$ cat src/rtl/pipe_stage_skid_reg.sv
// Two-entry skid-buffered pipeline stage register with valid/ready handshake,
// global busywait freeze and synchronous flush.
//
// Parameters:
//   DATA_W    payload width in bits
//   RESET_VAL reset value of both data entries
//   CNT_W     stall counter width
//
// Ports:
//   clk_i        rising-edge clock
//   rst_i        asynchronous active-high reset
//   busywait_i   global freeze, no transfer while high
//   flush_i      squash both entries (wins over busywait_i)
//   in_valid_i   upstream payload valid
//   in_ready_o   stage can accept (from state, busywait_i, flush_i only)
//   in_data_i    upstream payload
//   out_valid_o  main entry valid and not frozen
//   out_ready_i  downstream accepts
//   out_data_o   main entry payload (holds when out_valid_o is low)
//   occupancy_o  entries held, 0..2
//   stall_cnt_o  saturating count of stalled cycles
//
// Optional feature macro: PIPE_STAGE_STALL_CNT_EN enables the stall counter;
// without it stall_cnt_o is tied to zero.
module pipe_stage_skid_reg #(
  parameter int unsigned       DATA_W    = 32,
  parameter logic [DATA_W-1:0] RESET_VAL = '0,
  parameter int unsigned       CNT_W     = 16
) (
  input  logic              clk_i,
  input  logic              rst_i,
  input  logic              busywait_i,
  input  logic              flush_i,
  input  logic              in_valid_i,
  output logic              in_ready_o,
  input  logic [DATA_W-1:0] in_data_i,
  output logic              out_valid_o,
  input  logic              out_ready_i,
  output logic [DATA_W-1:0] out_data_o,
  output logic [1:0]        occupancy_o,
  output logic [CNT_W-1:0]  stall_cnt_o
);

  logic              main_valid_q;
  logic              main_valid_d;
  logic              skid_valid_q;
  logic              skid_valid_d;
  logic [DATA_W-1:0] main_q;
  logic [DATA_W-1:0] main_d;
  logic [DATA_W-1:0] skid_q;
  logic [DATA_W-1:0] skid_d;
  logic [1:0]        occ_q;
  logic              acc;
  logic              take;

  // Ready depends on skid state only, so upstream never sees
  // a combinational path from out_ready_i.
  assign in_ready_o  = !skid_valid_q && !busywait_i && !flush_i;
  assign out_valid_o = main_valid_q && !busywait_i;
  assign out_data_o  = main_q;
  assign occupancy_o = occ_q;

  assign acc  = in_valid_i && in_ready_o;
  assign take = out_valid_o && out_ready_i;

  always_comb begin
    main_valid_d = main_valid_q;
    skid_valid_d = skid_valid_q;
    main_d       = main_q;
    skid_d       = skid_q;
    if (flush_i) begin
      main_valid_d = 1'b0;
      skid_valid_d = 1'b0;
    end else if (!busywait_i) begin
      unique case (1'b1)
        !main_valid_q && acc: begin
          main_d       = in_data_i;
          main_valid_d = 1'b1;
        end
        // acc implies skid empty, so new data goes straight to main
        main_valid_q && take && acc: begin
          main_d = in_data_i;
        end
        main_valid_q && take && !acc && skid_valid_q: begin
          main_d       = skid_q;
          skid_valid_d = 1'b0;
        end
        main_valid_q && take && !acc && !skid_valid_q: begin
          main_valid_d = 1'b0;
        end
        main_valid_q && !take && acc: begin
          skid_d       = in_data_i;
          skid_valid_d = 1'b1;
        end
        default: ;
      endcase
    end
  end

  always_ff @(posedge clk_i or posedge rst_i) begin
    if (rst_i) begin
      main_valid_q <= 1'b0;
      skid_valid_q <= 1'b0;
      main_q       <= RESET_VAL;
      skid_q       <= RESET_VAL;
      occ_q        <= 2'd0;
    end else begin
      main_valid_q <= main_valid_d;
      skid_valid_q <= skid_valid_d;
      main_q       <= main_d;
      skid_q       <= skid_d;
      occ_q        <= 2'(main_valid_d) + 2'(skid_valid_d);
    end
  end

`ifdef PIPE_STAGE_STALL_CNT_EN
  logic [CNT_W-1:0] stall_q;
  logic             stall_inc;

  assign stall_inc = main_valid_q && !out_ready_i
                  && !busywait_i && !flush_i
                  && !(&stall_q);

  // Only reset clears the counter; flush leaves it alone.
  always_ff @(posedge clk_i or posedge rst_i) begin
    if (rst_i) begin
      stall_q <= '0;
    end else if (stall_inc) begin
      stall_q <= stall_q + CNT_W'(1);
    end
  end

  assign stall_cnt_o = stall_q;
`else
  assign stall_cnt_o = '0;
`endif

endmodule

$ cat config.mk
export PLATFORM = sky130hd
export DESIGN_NAME = pipe_stage_skid_reg
export DESIGN_NICKNAME = d
export VERILOG_FILES = /design/src/rtl/pipe_stage_skid_reg.sv
export SDC_FILE = /design/constraint.sdc
export NUM_CORES = 1
export LEC_CHECK = 0
export ABC_AREA = 1
export CAP_MARGIN = 25
export CORE_ASPECT_RATIO = 0.9
export CORE_MARGIN = 8
export CORE_UTILIZATION = 35
export CTS_CLUSTER_DIAMETER = 120
export DETAILED_ROUTE_END_ITERATION = 16
export GPL_ROUTABILITY_DRIVEN = 0
export PLACE_DENSITY = 0.6
export SLEW_MARGIN = 15
export SYNTH_ARGS = -nofsm -noshare
export SYNTH_HDL_FRONTEND = slang
export SYNTH_SLANG_ARGS = --single-unit
$ cat constraint.sdc
create_clock -name clk_i -period 3.85 [get_ports clk_i]
set_clock_uncertainty 0.15 [all_clocks]
set_input_delay 0.77 -clock clk_i [delete_from_list [all_inputs] [get_ports clk_i]]
set_output_delay 0.77 -clock clk_i [all_outputs]
set_load 0.1 [all_outputs]
==> results of run 1 <==
-- cell type report --
| type | count | area, sq um | share of cell area [%] |
|---|---|---|---|
| Tap cell | 126 | 158 | 3.68 |
| Clock inverter | 5 | 75.1 | 1.75 |
| Inverter | 38 | 143 | 3.33 |
| Multi-Input combinational cell | 257 | 1290 | 30.2 |
| Clock buffer | 11 | 141 | 3.30 |
| Timing Repair Buffer | 77 | 768 | 17.9 |
| Sequential cell | 68 | 1700 | 39.8 |
-- critical path, cell delays in order --
cell and delay (ps):
sky130_fd_sc_hd__clkdlybuf4s50_1 500, sky130_fd_sc_hd__nor2_4 180, sky130_fd_sc_hd__inv_1 50, sky130_fd_sc_hd__nor2_1 100, sky130_fd_sc_hd__buf_4 300
-- per-layer routing --
metal	GRT usage, %	share of wire [%]
met1	14.2	46
met2	18.1	44
met3	4.93	8.9
met4	4.27	1.1
met5	0	0
-- per-stage QoR --
step	setup slack, ps	hold slack, ps	total power [mW]	area, sq um
after floorplan	742	336	1.83	3480
after global placement	763	311	2.06	4060
after detailed placement	710	314	2.07	4060
after CTS	994	334	2.73	4280
after global routing	793	355	2.83	4280
final	1020	329	2.69	4280
-- path summary, 6_finish.rpt --
kind / from / end / slack, ps / depth (start not counted)
worst min register to register: out_data_o[13] / out_data_o[13] / 330 / 2
worst min-delay path: out_data_o[13] / out_data_o[13] / 330 / 2
min in group asynchronous: rst_i / out_data_o[30] / 750 / 2
worst max register to register: skid_valid_q / out_data_o[6] / 1660 / 4
worst max-delay path: busywait_i / in_ready_o / 1020 / 5
max in group asynchronous: rst_i / skid_q[22] / 2150 / 3
-- power breakdown --
part	total, mW	switching [mW]	internal (mW)
Sequential	0.951	0.0655	0.885
Combinational	1.10	0.823	0.274
Clock	0.641	0.261	0.379
-- cell usage after synthesis (all sizes together) --
library cell  count  area (sq um)
o21ai            66           435
ha                1          12.5
inv              38           143
clkbuf            1          7.51
nand4             1          21.3
conb              1          3.75
a21oi             2          21.3
dfrtp            68          1700
buf              35           339
nand3             1          10.0
nor2              5          33.8
nand2           165           699
-- state kept, by name, summed over array words and instances (netlist names) --
register and count:
main_valid_q 1, occupancy_o 2, out_data_o 32, skid_q 32
skid_valid_q 1
-- kinds of logic (layout without fill, tap and decap cells) --
logic type	Yosys count	after routing	synth area share (%)
simple gates	172	172	22.3
buf+inv	74	131	14.3
compound gates	68	68	13.3
flops	68	68	49.6
fa+ha+maj	1	1	0.365
other cells	1	16	0.109
==> results by stage, run 1 <==
Run status:
- The run finished with clean final reports.

Synth:
- The synthesized netlist occupies a cell area of 3430 sq um.
- In this run, distinct cell masters in the synthesized netlist total 21.
- The count of warnings emitted by yosys is 0.
- Averaged over all synthesized cells, the footprint is 8.93 sq um.
- Synthesis handed over a netlist of 384 instances.
- In this run, synthesis produced a sequential element count of 68.
- Of the synthesized area, sequential elements account for 49.6%.

Hold path:
- The class of the most critical hold timing path is reg2reg.

Finish:
- Cells fill 44.5% of the core in the end.
- The number of antenna repair diodes is 0.
- The filler cells instantiated in the layout total 1,005.
- The area growth from synthesis to layout is 24.9%.
- The most common library cell in the layout ignoring fill and taps is sky130_fd_sc_hd__nand2_1.
- The fraction of layout instances using a drive strength above 1 is 19.5%.
- The net count of the finished layout is 490.
- Leaving out filler cells and counting taps, the final layout contains 582.
- The library cells used most frequently in the layout, excluding fill and tap cells, are 133 x sky130_fd_sc_hd__nand2_1, 71 x sky130_fd_sc_hd__clkdlybuf4s50_1, 68 x sky130_fd_sc_hd__dfrtp_1, 35 x sky130_fd_sc_hd__inv_1, 32 x sky130_fd_sc_hd__nand2_2.

Global route:
- The maximum number of pins on one net before global-route repair is 37.
- The number of global-route vias before repair came to 2,612.
- The initial antenna violation count was 0.
- The first global-routing pass estimated 12.4 mm of wire.
- Global routing used 11.6% of the available tracks.
- The aggregate global routing overflow is 0.

Placement:
- The total half-perimeter wirelength after legalization and detailed placement is 5.01 mm.
- In this run, placement finished with an instance count of 566.
- Input and output buffers added on the ports amount to 73.

Floorplan:
- The number of placed I/O pins is 90.
- The floorplan core area is 9610 sq um.
- The die covers 13,200 sq um.
- In this run the vertical extent of the chip is 110 um.
- The effective utilization at floorplan is 35.7%.
- The count of standard-cell rows is 34.
- From left edge to right edge, the die measures 120 um.

Clock tree:
- The buffer cell driving the clock tree root is sky130_fd_sc_hd__clkbuf_8.
- The number of resized instances in the post-cts repair step is 0.
- Clock-pin slew was measured on the worst setup and hold paths at 70 ps.
- Clock latency on the worst-skew pair, taken at its later pin, is 330 ps.
- No sink is reached through more buffers than the 2 on the longest clock path.
- In this run, CTS created clock tree buffers numbering 9.
- For this design, the CTS-stage hold fixing added 0 buffers.
- The post-CTS repair timing setup buffer count is 0.
- The CTS tree is done.
- The H-tree generated during clock tree synthesis spans 3 levels.
- The clock sink count is 68.

Power and ir drop:
- The maximum vdd drop is 0.000291 V.
- In this run the static leakage power is 2.10 nW.
- In this run the power density over the cells is 628 nW/um^2.

Timing:
- The post-route clock period utilization is 73.5%.
- At the pin with the least slew margin, the transition time is 987 ps.
- Setup repair after global routing left no endpoint under its margin.
- Setup violations remaining at the end of the flow were counted as 0.
- The maximum clock frequency is 0.354 GHz.
- The setup TNS after final layout is 0 ps.
- The number of max-slew violations in the final report is 0.
- The count of final hold-check violations came to 0.
- The worst path in the final design needs a cycle of 2830 ps, including I/O delays and setup.
- The worst slew margin relative to its limit is 34.0%.

Worst setup path:
- For the worst setup path, the data required time is 2930 ps.
- The worst setup path is captured at an output pin.
- Of all nets on the critical path, the largest fanout is 3.
- The data arrival time of the critical path is 1910 ps.
- The critical path is of the in2out type.
- The worst setup path is launched from a primary input.

Drt:
- The detailed router's first-iteration violation count is 98.
- The remaining number of nets flagged by the antenna check after routing is 0.
- For this run, design rule violations remaining after detail routing come to 0.
- Wires add up to 7.16 mm.
- The routed via count is 2,503.
- In the final routed layout, each cell accounts on average for 12.3 um.
- Using the TritonRoute via totals, the vias-per-cell ratio works out to 4.30.
- The number of optimization iterations in the first detailed-route pass is 4.

Flow run:
- The max-capacitance violation count is 0.
Note: power is estimated with default switching activity, not from simulation.
==> run 2, diff against run 1 <==
- clock period: 3.85 -> 2.9 ns (I/O delays scaled with it)
==> results by stage, run 2 (synthesis results as in run 1) <==
Power and ir drop:
- The switching part of the total power is 45.1%.
- The relative contribution of combinational cells to total power is 42.4%.
- Per report_power, the clock group accounts for 20.0% of the total.
- The net load switching power is 1.52 mW.
- The static leakage power is 2.14 nW.
- Dividing total power by cell area gives a power density of 802 nW/um^2.
- Sequential cells account for 37.6% of the total power.
- IR analysis of the VDD net gives a maximum drop of 0.000403 V.
- The internal power of the cells totals 1.85 mW.

Drt:
- The detail route stage leaves a number of antenna-violating nets equal to 0.
- After detailed routing, the number of vias per cell comes to 4.40.
- For this run, design rule violations remaining after detail routing come to 0.
- Dividing the detail-routed wire length by the instance count gives 12.5 um.
- The detailed router's first-iteration violation count is 107.
- The final layout contains routed wiring with a total length of 7.28 mm.
- Summing over every cut layer, the via total after detailed routing is 2,558.
- The number of optimization iterations in the first detailed-route pass is 4.

Clock tree:
- The clock passes through at most 2 buffers.
- The CTS tree is done.
- The latest clock arrival within the worst-skew pair is 330 ps.
- Clock-pin slew was measured on the worst setup and hold paths at 70 ps.
- The number of resized instances in the post-cts repair step is 0.
- Hold repair after CTS inserted 0 buffers.
- The post-CTS repair timing setup buffer count is 0.
- The number of clock buffers inserted by TritonCTS is 9.
- The clock drives 68 sinks.
- The H-tree was split into 3 levels.
- The buffer cell driving the clock tree root is sky130_fd_sc_hd__clkbuf_8.

Placement:
- The total half-perimeter wirelength after legalization and detailed placement is 5.13 mm.
- The total cell area at the placement stage is 4040 sq um.
- Including well taps, the total number of placed cells is 569.
- The count of port buffers added during placement is 73.

Global route:
- The initial antenna violation count is 0.
- Global routing finished with a remaining overflow of 0.
- The number of global-route vias before repair is 2,592.
- The total routing usage reported by global routing is 11.7%.
- The first-pass GRT wire length is 12.5 mm.
- Entering global routing, the biggest net connects 69 pins.

Floorplan:
- In this run the standard cell core region covers 9610 sq um.
- Once the floorplan was initialized, standard cells occupied 35.7% of the core.
- The die covers 13,200 sq um.
- The number of placed I/O pins is 90.
- The die width is 120 um.
- The count of standard-cell rows is 34.
- From bottom edge to top edge, the die measures 110 um.

Worst setup path:
- The worst setup path is captured at an output pin.
- The critical setup path kind is in2out.
- The most critical setup path has its startpoint at busywait_i.
- In this run the worst path has a maximum fanout of 3.
- STA classifies the critical path startpoint as a primary input.
- The highest-delay cell along the critical path is sky130_fd_sc_hd__clkdlybuf4s50_1.
- In this design, the stage delay of the slowest critical-path cell is 490 ps.
- The worst reg-to-reg setup slack is 1160 ps.
- Walking the worst path, the cells encountered are clkdlybuf4s50_1 > nor2_4 > inv_1 > nor2_1 > buf_12.
- The data arrival time of the critical path is 1700 ps.
- The number of buffers and inverters on the critical path is 3.
- The worst path required time is 2170 ps.
- The source of the worst register-to-register timing path is skid_valid_q.
- The gate family responsible for the most delay along the worst path is buffers and inverters.

Finish:
- At the end of the flow the core is filled with cells to 43.7%.
- After routing the design area is 4200 sq um.
- The number of antenna repair diodes is 0.
- The top cell types in the final layout, fill and taps aside, are 133 x sky130_fd_sc_hd__nand2_1, 68 x sky130_fd_sc_hd__dfrtp_1, 39 x sky130_fd_sc_hd__buf_4, 37 x sky130_fd_sc_hd__clkdlybuf4s50_1, 35 x sky130_fd_sc_hd__inv_1.
- The finished layout holds 582 standard cells, fillers aside.
- Of the cells placed in the final design, the portion with a size suffix greater than 1 is 27.2%.
- The number of filler cells placed in the layout is 985.
- The area growth from synthesis to layout is 22.6%.
- Leaving out fill and tap cells, the most frequent cell in the layout is sky130_fd_sc_hd__nand2_1.
- In the final design database the tool counted 493 nets.

Timing:
- The final-report setup violation count is 0.
- The number of max-slew violations in the final report was 0.
- The count of final hold-check violations is 0.
- For the pin with the worst max-slew slack, the measured transition is 663 ps.
- The shortest period the worst path allows is 2430 ps.
- The setup TNS after final layout is 0 ps.
- Derived from the worst setup path, the maximum achievable clock frequency is 0.411 GHz.
- The post-route clock period utilization is 83.8%.
- The worst slew margin relative to its limit is 55.7%.
- Setup repair after global routing left no endpoint under its margin.

Flow run:
- Max-cap violations in this run came to 0.

Hold path:
- In this run the worst hold path is classified as reg2reg.
- The worst hold path begins at out_data_o[9].

Run status:
- The run finished with clean final reports.
-- run 2: layer usage --
layer | up-vias | share of wire, % | global-route usage [%] | wire, um
met5 | - | 0 | 0 | 0
met2 | 67 | 46 | 18.9 | 3320
met3 | 10 | 9.2 | 5.18 | 669
li1 | 1286 | - | - | -
met4 | 0 | 1.2 | 3.83 | 87
met1 | 1195 | 44 | 13.9 | 3200
-- run 2: worst min-delay path: stages (launching register included) --
cell	delay [ps]
sky130_fd_sc_hd__dfrtp_1	350
sky130_fd_sc_hd__nand2_1	50
sky130_fd_sc_hd__nand2_1	50
-- run 2: final timing paths --
check                                 end  cells after the start
setup / recovery               in_ready_o                      5
hold / removal              out_data_o[9]                      2
setup reg to reg           out_data_o[24]                      6
hold reg to reg             out_data_o[9]                      2
max in group asynchronous  out_data_o[19]                      3
min in group asynchronous  out_data_o[25]                      3
-- run 2: final cells by class --
type | count | area, sq um | share of cell area (%)
repair buffers | 80 | 743 | 17.7
inverters | 38 | 143 | 3.39
well taps | 126 | 158 | 3.75
multi-input cells | 257 | 1290 | 30.8
clock buffers | 11 | 151 | 3.60
flip-flops and latches | 68 | 1700 | 40.5
clock inverters | 2 | 12.5 | 0.298
-- run 2: stage by stage --
step                      setup slack (ps)  hold WS, ps  power (mW)
after detailed placement               431          319        2.73
after global routing                   376          364        3.55
after global placement                 454          315        2.71
after floorplan                        172          336        2.42
after CTS                              461          341        3.42
final                                  469          333        3.37
-- run 2: power by group through the flow --
stage / registers (mW) / logic [mW] / clock network (mW)
floorplan: 1.98 / 0.447 / 0
global placement: 1.28 / 1.42 / 0
detailed placement: 1.29 / 1.44 / 0
CTS: 1.27 / 1.45 / 0.704
global route: 1.29 / 1.52 / 0.740
finish: 1.27 / 1.43 / 0.674
